$ cat src/rtl/clk_seq_pkg.sv
// Shared types and defaults for the clock phase sequencer.
// Latency: n/a (declarations only).
// Backpressure: n/a (declarations only).
package clk_seq_pkg;

   // Processor-cycle phases; encoding 2'd3 is unused and decodes to HALT.
   typedef enum logic [1:0] {
      ST_HALT = 2'd0,
      ST_MEM  = 2'd1,
      ST_CORE = 2'd2
   } state_t;

   localparam int DEF_CNT_W    = 32;
   localparam int DEF_WAIT_MAX = 15;
   localparam int DEF_WAIT_W   = 4;

endpackage

$ cat src/rtl/mem_wait_timer.sv
// Counts consecutive busy cycles while the sequencer sits in its MEM phase.
// Latency: expired is combinational from mem_busy and the registered count.
// Backpressure: mem_busy advances the count; expired flags the final tolerated wait.
module mem_wait_timer
   import clk_seq_pkg::*;
#(
   parameter int WAIT_MAX = DEF_WAIT_MAX,
   parameter int WAIT_W   = DEF_WAIT_W
) (
   input  logic clk,
   input  logic reset,
   input  logic clear,
   input  logic in_mem,
   input  logic mem_busy,
   output logic expired
);

   localparam logic [WAIT_W-1:0] WAIT_LIMIT = WAIT_W'(WAIT_MAX);

   logic [WAIT_W-1:0] wait_cnt;

   // Restart on every MEM entry, then count busy cycles up to the limit.
   always_ff @(posedge clk or posedge reset) begin
      if (reset) begin
         wait_cnt <= '0;
      end else if (clear) begin
         wait_cnt <= '0;
      end else if (in_mem && mem_busy && (wait_cnt != WAIT_LIMIT)) begin
         wait_cnt <= wait_cnt + WAIT_W'(1);
      end
   end

   // Memory still busy after the last tolerated wait cycle.
   always_comb begin
      expired = mem_busy && (wait_cnt == WAIT_LIMIT);
   end

endmodule

$ cat src/rtl/clock_phase_sequencer.sv
// Splits each processor cycle into MEM and CORE enable phases on one clock; run/halt/step control.
// Latency: first MEM enable 1 cycle after run (or step) is sampled in HALT; free-run period 2.
// Backpressure: mem_busy stretches MEM up to WAIT_MAX cycles, then a sticky timeout halts until reset.
module clock_phase_sequencer
   import clk_seq_pkg::*;
#(
   parameter int CNT_W    = DEF_CNT_W,
   parameter int WAIT_MAX = DEF_WAIT_MAX,
   parameter int WAIT_W   = DEF_WAIT_W
) (
   input  logic             clk,
   input  logic             reset,
   input  logic             run,
   input  logic             step,
   input  logic             mem_busy,
   output logic             imem_en,
   output logic             dmem_en,
   output logic             proc_en,
   output logic             regfile_en,
   output logic             halted,
   output logic             timeout,
   output logic [CNT_W-1:0] core_cycles
);

   state_t state;
   state_t next_state;
   logic   step_active;
   logic   set_step;
   logic   clr_step;
   logic   set_timeout;
   logic   core_done;
   logic   mem_entry;
   logic   in_mem;
   logic   expired;

   assign in_mem    = (state == ST_MEM);
   assign mem_entry = (next_state == ST_MEM) && (state != ST_MEM);

   mem_wait_timer #(
      .WAIT_MAX (WAIT_MAX),
      .WAIT_W   (WAIT_W)
   ) u_wait (
      .clk      (clk),
      .reset    (reset),
      .clear    (mem_entry),
      .in_mem   (in_mem),
      .mem_busy (mem_busy),
      .expired  (expired)
   );

   // Phase register.
   always_ff @(posedge clk or posedge reset) begin
      if (reset) begin
         state <= ST_HALT;
      end else begin
         state <= next_state;
      end
   end

   // Phase transitions; a started cycle always finishes unless memory times out.
   always_comb begin
      next_state  = ST_HALT;
      set_step    = 1'b0;
      clr_step    = 1'b0;
      set_timeout = 1'b0;
      core_done   = 1'b0;
      case (state)
         ST_HALT: begin
            if (!timeout) begin
               if (run) begin
                  next_state = ST_MEM;
               end else if (step) begin
                  next_state = ST_MEM;
                  set_step   = 1'b1;
               end
            end
         end
         ST_MEM: begin
            if (!mem_busy) begin
               next_state = ST_CORE;
            end else if (expired) begin
               next_state  = ST_HALT;
               set_timeout = 1'b1;
               clr_step    = 1'b1;
            end else begin
               next_state = ST_MEM;
            end
         end
         ST_CORE: begin
            core_done = 1'b1;
            if (step_active) begin
               clr_step = 1'b1;
            end else if (run) begin
               next_state = ST_MEM;
            end
         end
         default: next_state = ST_HALT;
      endcase
   end

   // Single-step marker, sticky timeout and retired-cycle counter.
   always_ff @(posedge clk or posedge reset) begin
      if (reset) begin
         step_active <= 1'b0;
         timeout     <= 1'b0;
         core_cycles <= '0;
      end else begin
         if (set_step) begin
            step_active <= 1'b1;
         end else if (clr_step) begin
            step_active <= 1'b0;
         end
         if (set_timeout) begin
            timeout <= 1'b1;
         end
         if (core_done) begin
            core_cycles <= core_cycles + CNT_W'(1);
         end
      end
   end

   // Moore decode of the phase register into unit enables.
   always_comb begin
      imem_en    = 1'b0;
      dmem_en    = 1'b0;
      proc_en    = 1'b0;
      regfile_en = 1'b0;
      halted     = 1'b0;
      case (state)
         ST_MEM: begin
            imem_en = 1'b1;
            dmem_en = 1'b1;
         end
         ST_CORE: begin
            proc_en    = 1'b1;
            regfile_en = 1'b1;
         end
         default: halted = 1'b1;
      endcase
   end

endmodule

$ cat config.mk
export PLATFORM = sky130hd
export DESIGN_NAME = clock_phase_sequencer
export DESIGN_NICKNAME = d
export VERILOG_FILES = /design/src/rtl/clk_seq_pkg.sv /design/src/rtl/mem_wait_timer.sv /design/src/rtl/clock_phase_sequencer.sv
export SDC_FILE = /design/constraint.sdc
export NUM_CORES = 1
export LEC_CHECK = 0
export BUFFER_PORTS_ARGS = -buffer_cell sky130_fd_sc_hd__buf_2
export CAP_MARGIN = 30
export CORE_MARGIN = 4
export CORE_UTILIZATION = 53
export DETAILED_ROUTE_END_ITERATION = 16
export GPL_TIMING_DRIVEN = 0
export PLACE_DENSITY = 0.89
export SYNTH_ARGS = -nofsm -noshare
export SYNTH_HDL_FRONTEND = slang
export SYNTH_SLANG_ARGS = --single-unit
$ cat constraint.sdc
create_clock -name clk -period 2.1 [get_ports clk]
set_input_delay 0.42 -clock clk [delete_from_list [all_inputs] [get_ports clk]]
set_output_delay 0.42 -clock clk [all_outputs]
set_load 0.02 [all_outputs]
==> metrics.cfg <==
[floorplan]
fp-row-count=21
dieArea_mm2=0.00466
die_w_um=68.3
coreArea_mm2=0.00342
ioPinCount=43
die_y_um=68.3
floorplan.initialDensity_pct=56.3

[timing]
finalHoldViolCount=0
maxSlewViolCount=0
clock.fmax_mhz=505
worst_slew_pin_slew_ns=0.791
finalSetupViolCount=0
relSlewSlack_pct=47.2
fin_crit_ns=1.98
worst_hold_slack_ns=0.207
skew_ns=0.0115
min_period_over_period_pct=94.4

[setup_path]
worstPathCellList=inv_1 -> ha_1 -> buf_2 -> nand4_1 -> nor3_4 -> nand4_1 -> xnor2_1
critPathKind=reg2reg
required_ns=2.34
endpoint=core_cycles[23]
critPathLaunchType=register
startpoint=state[0]
worstReg2RegEnd=core_cycles[23]
end_kind=register
rrSetupSlack_ns=0.12
cp_slowest_cell=dfrtp_1
worst-r2r-cell-count=7
worst-path-stages=7
reg2reg_from=state[0]
crit_top_cell=nand4_1
cp_max_fo=9
max_stage_delay_ns=0.43
critPathTopFamily=simple AND/OR/NAND/NOR gates
crit_buf_inv=2
critical_path_arrival_ns=2.22

[grt]
globalRouteOverflowTotal=0
grt_max_degree=41
grt.total_usage_pct=16.9
busiest_layer=met2
antenna_found_initial=0
grt_pass1_vias=1288
grt_use_met3_pct=5.75
use_met1_pct=21.2
met2_usage_pct=26.7
grt_pass1_wl_um=5750

[yosys]
ys_ff_latch=40
ys_types=31
synth_nets=177
synth_seq_area_share_pct=52.0
synth.area.top_cells=dfrtp_1 52%, xnor2_1 12%, nand4_1 4.2%
syn_area_mm2=0.00192
post_synth_inst_count=166
synth.largest_area_cell=dfrtp_1
synth_top_area_share_pct=52.0
syn_avg_cell_area_um2=11.6
ys_warn_count=0

[layout]
finalNetCount=228
insertedDiodeCount=0
layout-drive-gt1-share_pct=30.7
syn_to_final_growth_pct=17.9
utilization_pct=66.4
fin_cells=264
seqCellArea_mm2=0.00100
multi_input_area_um2=877
fillerInstances=281

[detailed_routing]
dr.pass1.iters=4
remaining_drc_errors=0
drtIter0Drc=96
avgRoutedWirePerCell_um=13.2
vias=1386
wl_um=3490
antenna_left=0
viasPerCell=5.25

[clock_network]
clk_pin_slew_ns=0.12
cts_buffer_depth=2
cts_tree=yes
htree_levels=2
cts-buffers-inserted=5
clkLatencyLatePin_ns=0.35
cts_sinks=40
cts_root_buffer=clkbuf_4

[placement]
place_congestion=0.773
hpwl_um=2570
dp.cells=254
portBuffers=42

[flow_run]
drv_cap=0

[power]
pwr-share-comb_pct=27.3
netSwitchingPower_uw=637
powerDensity_mw_per_mm2=816
clkPwrFrac_pct=21.5
sw_frac_of_total_pct=34.4
p_leak_uw=0.00122
design_power_total_uw=1850
p_int_uw=1210
peakVddDrop_v=0.000699
sequentialPowerShare_pct=51.1

[status]
status=finished, final reports clean

[min_path]
hold_class=in2async

## state kept, by name, indices dropped and copies added (netlist names)
| signal | count |
|---|---|
| timeout | 1 |
| step_active | 1 |
| state | 2 |
| u_wait.wait_cnt | 4 |
| core_cycles | 32 |
## through the flow
| step | instance area (um2) | setup WS, ns | TNS, ns |
|---|---|---|---|
| floorplan | 1920 | 0.252 | 0 |
| global placement | 2190 | 0.209 | 0 |
| detailed placement | 2190 | 0.175 | 0 |
| CTS | 2250 | 0.133 | 0 |
| global route | 2270 | -0.0463 | -0.0733 |
| finish | 2270 | 0.119 | 0 |
## power groups by stage
stage / combinational, uW / sequential (uW) / clock (uW)
after detailed placement: 512 / 961 / 0
after CTS: 514 / 948 / 413
after floorplan: 328 / 992 / 0
final: 506 / 947 / 399
after global routing: 570 / 961 / 443
after global placement: 498 / 957 / 0
## layout by cell type, fill, tap and decap left out
cell / n
a21oi_1: 1
a32o_1: 1
a32oi_1: 1
and2_1: 1
and3_1: 5
and4_1: 3
and4_2: 1
buf_2: 43
buf_4: 4
clkbuf_4: 5
clkbuf_8: 1
clkinv_2: 2
dfrtp_1: 40
ha_1: 6
inv_1: 6
inv_2: 1
mux2_2: 1
mux2i_1: 1
nand2_1: 9
nand3_1: 15
nand4_1: 13
nand4_2: 1
nand4_4: 2
nor2_1: 10
nor2_2: 1
nor2b_1: 1
nor3_1: 1
nor3_4: 2
nor3b_1: 1
nor4_1: 1
nor4_4: 1
o21ai_0: 1
or2_2: 2
xnor2_1: 26
xor2_1: 8
## cell usage after synthesis
library cell / count
dfrtp_1: 40
xnor2_1: 26
nand3_1: 15
nand4_1: 13
nor2_1: 10
nand2_1: 9
xor2_1: 8
inv_1: 7
ha_1: 6
and3_1: 5
and4_1: 3
buf_4: 2
nand4_4: 2
nor3_4: 2
or2_2: 2
a21oi_1: 1
a32o_1: 1
a32oi_1: 1
and2_1: 1
and4_2: 1
buf_2: 1
mux2_2: 1
mux2i_1: 1
nand4_2: 1
nor2_2: 1
nor2b_1: 1
nor3_1: 1
nor3b_1: 1
nor4_1: 1
nor4_4: 1
o21ai_0: 1
## cell type report
| class | instances | area share, % |
|---|---|---|
| plain buffers | 3 | 0.883 |
| clock buffers | 6 | 2.26 |
| clock inverters | 2 | 0.441 |
| inverters | 7 | 1.16 |
| multi-input cells | 116 | 38.7 |
| repair buffers | 44 | 9.93 |
| well taps | 46 | 2.54 |
| flip-flops and latches | 40 | 44.1 |
## layer usage
metal	part of all wire (%)	vias to the layer above	routed length (um)
met4	1.3	0	46
met2	47	37	1650
met5	0	-	0
li1	-	681	-
met3	6.6	7	230
met1	45	661	1560
## worst min path at each step
stage,slack (ns),to,cells after the start
detailed placement,0.46,core_cycles[31],1
CTS,0.23,state[1],2
floorplan,0.47,step_active,1
global route,0.26,state[1],2
global placement,0.46,core_cycles[31],1
finish,0.21,state[1],2
## what timing repair did
| action | in CTS | in global routing |
|---|---|---|
| endpoints found under the setup margin | 0 | 1 |
| hold buffers | 0 | 0 |
| resized for setup | 0 | 0 |
| setup buffers | 0 | 2 |
## cell families (layout without fill, tap and decap cells)
logic type / after synthesis / after routing / share of synthesized area [%]
flops: 40 / 40 / 52.0
compound gates: 4 / 4 / 1.50
mux: 2 / 2 / 1.11
buf+inv: 10 / 62 / 2.41
fa+ha+maj: 6 / 6 / 3.90
simple gates: 70 / 70 / 23.6
xor+xnor: 34 / 34 / 15.5
No activity file was read; power rests on OpenSTA's default activity.
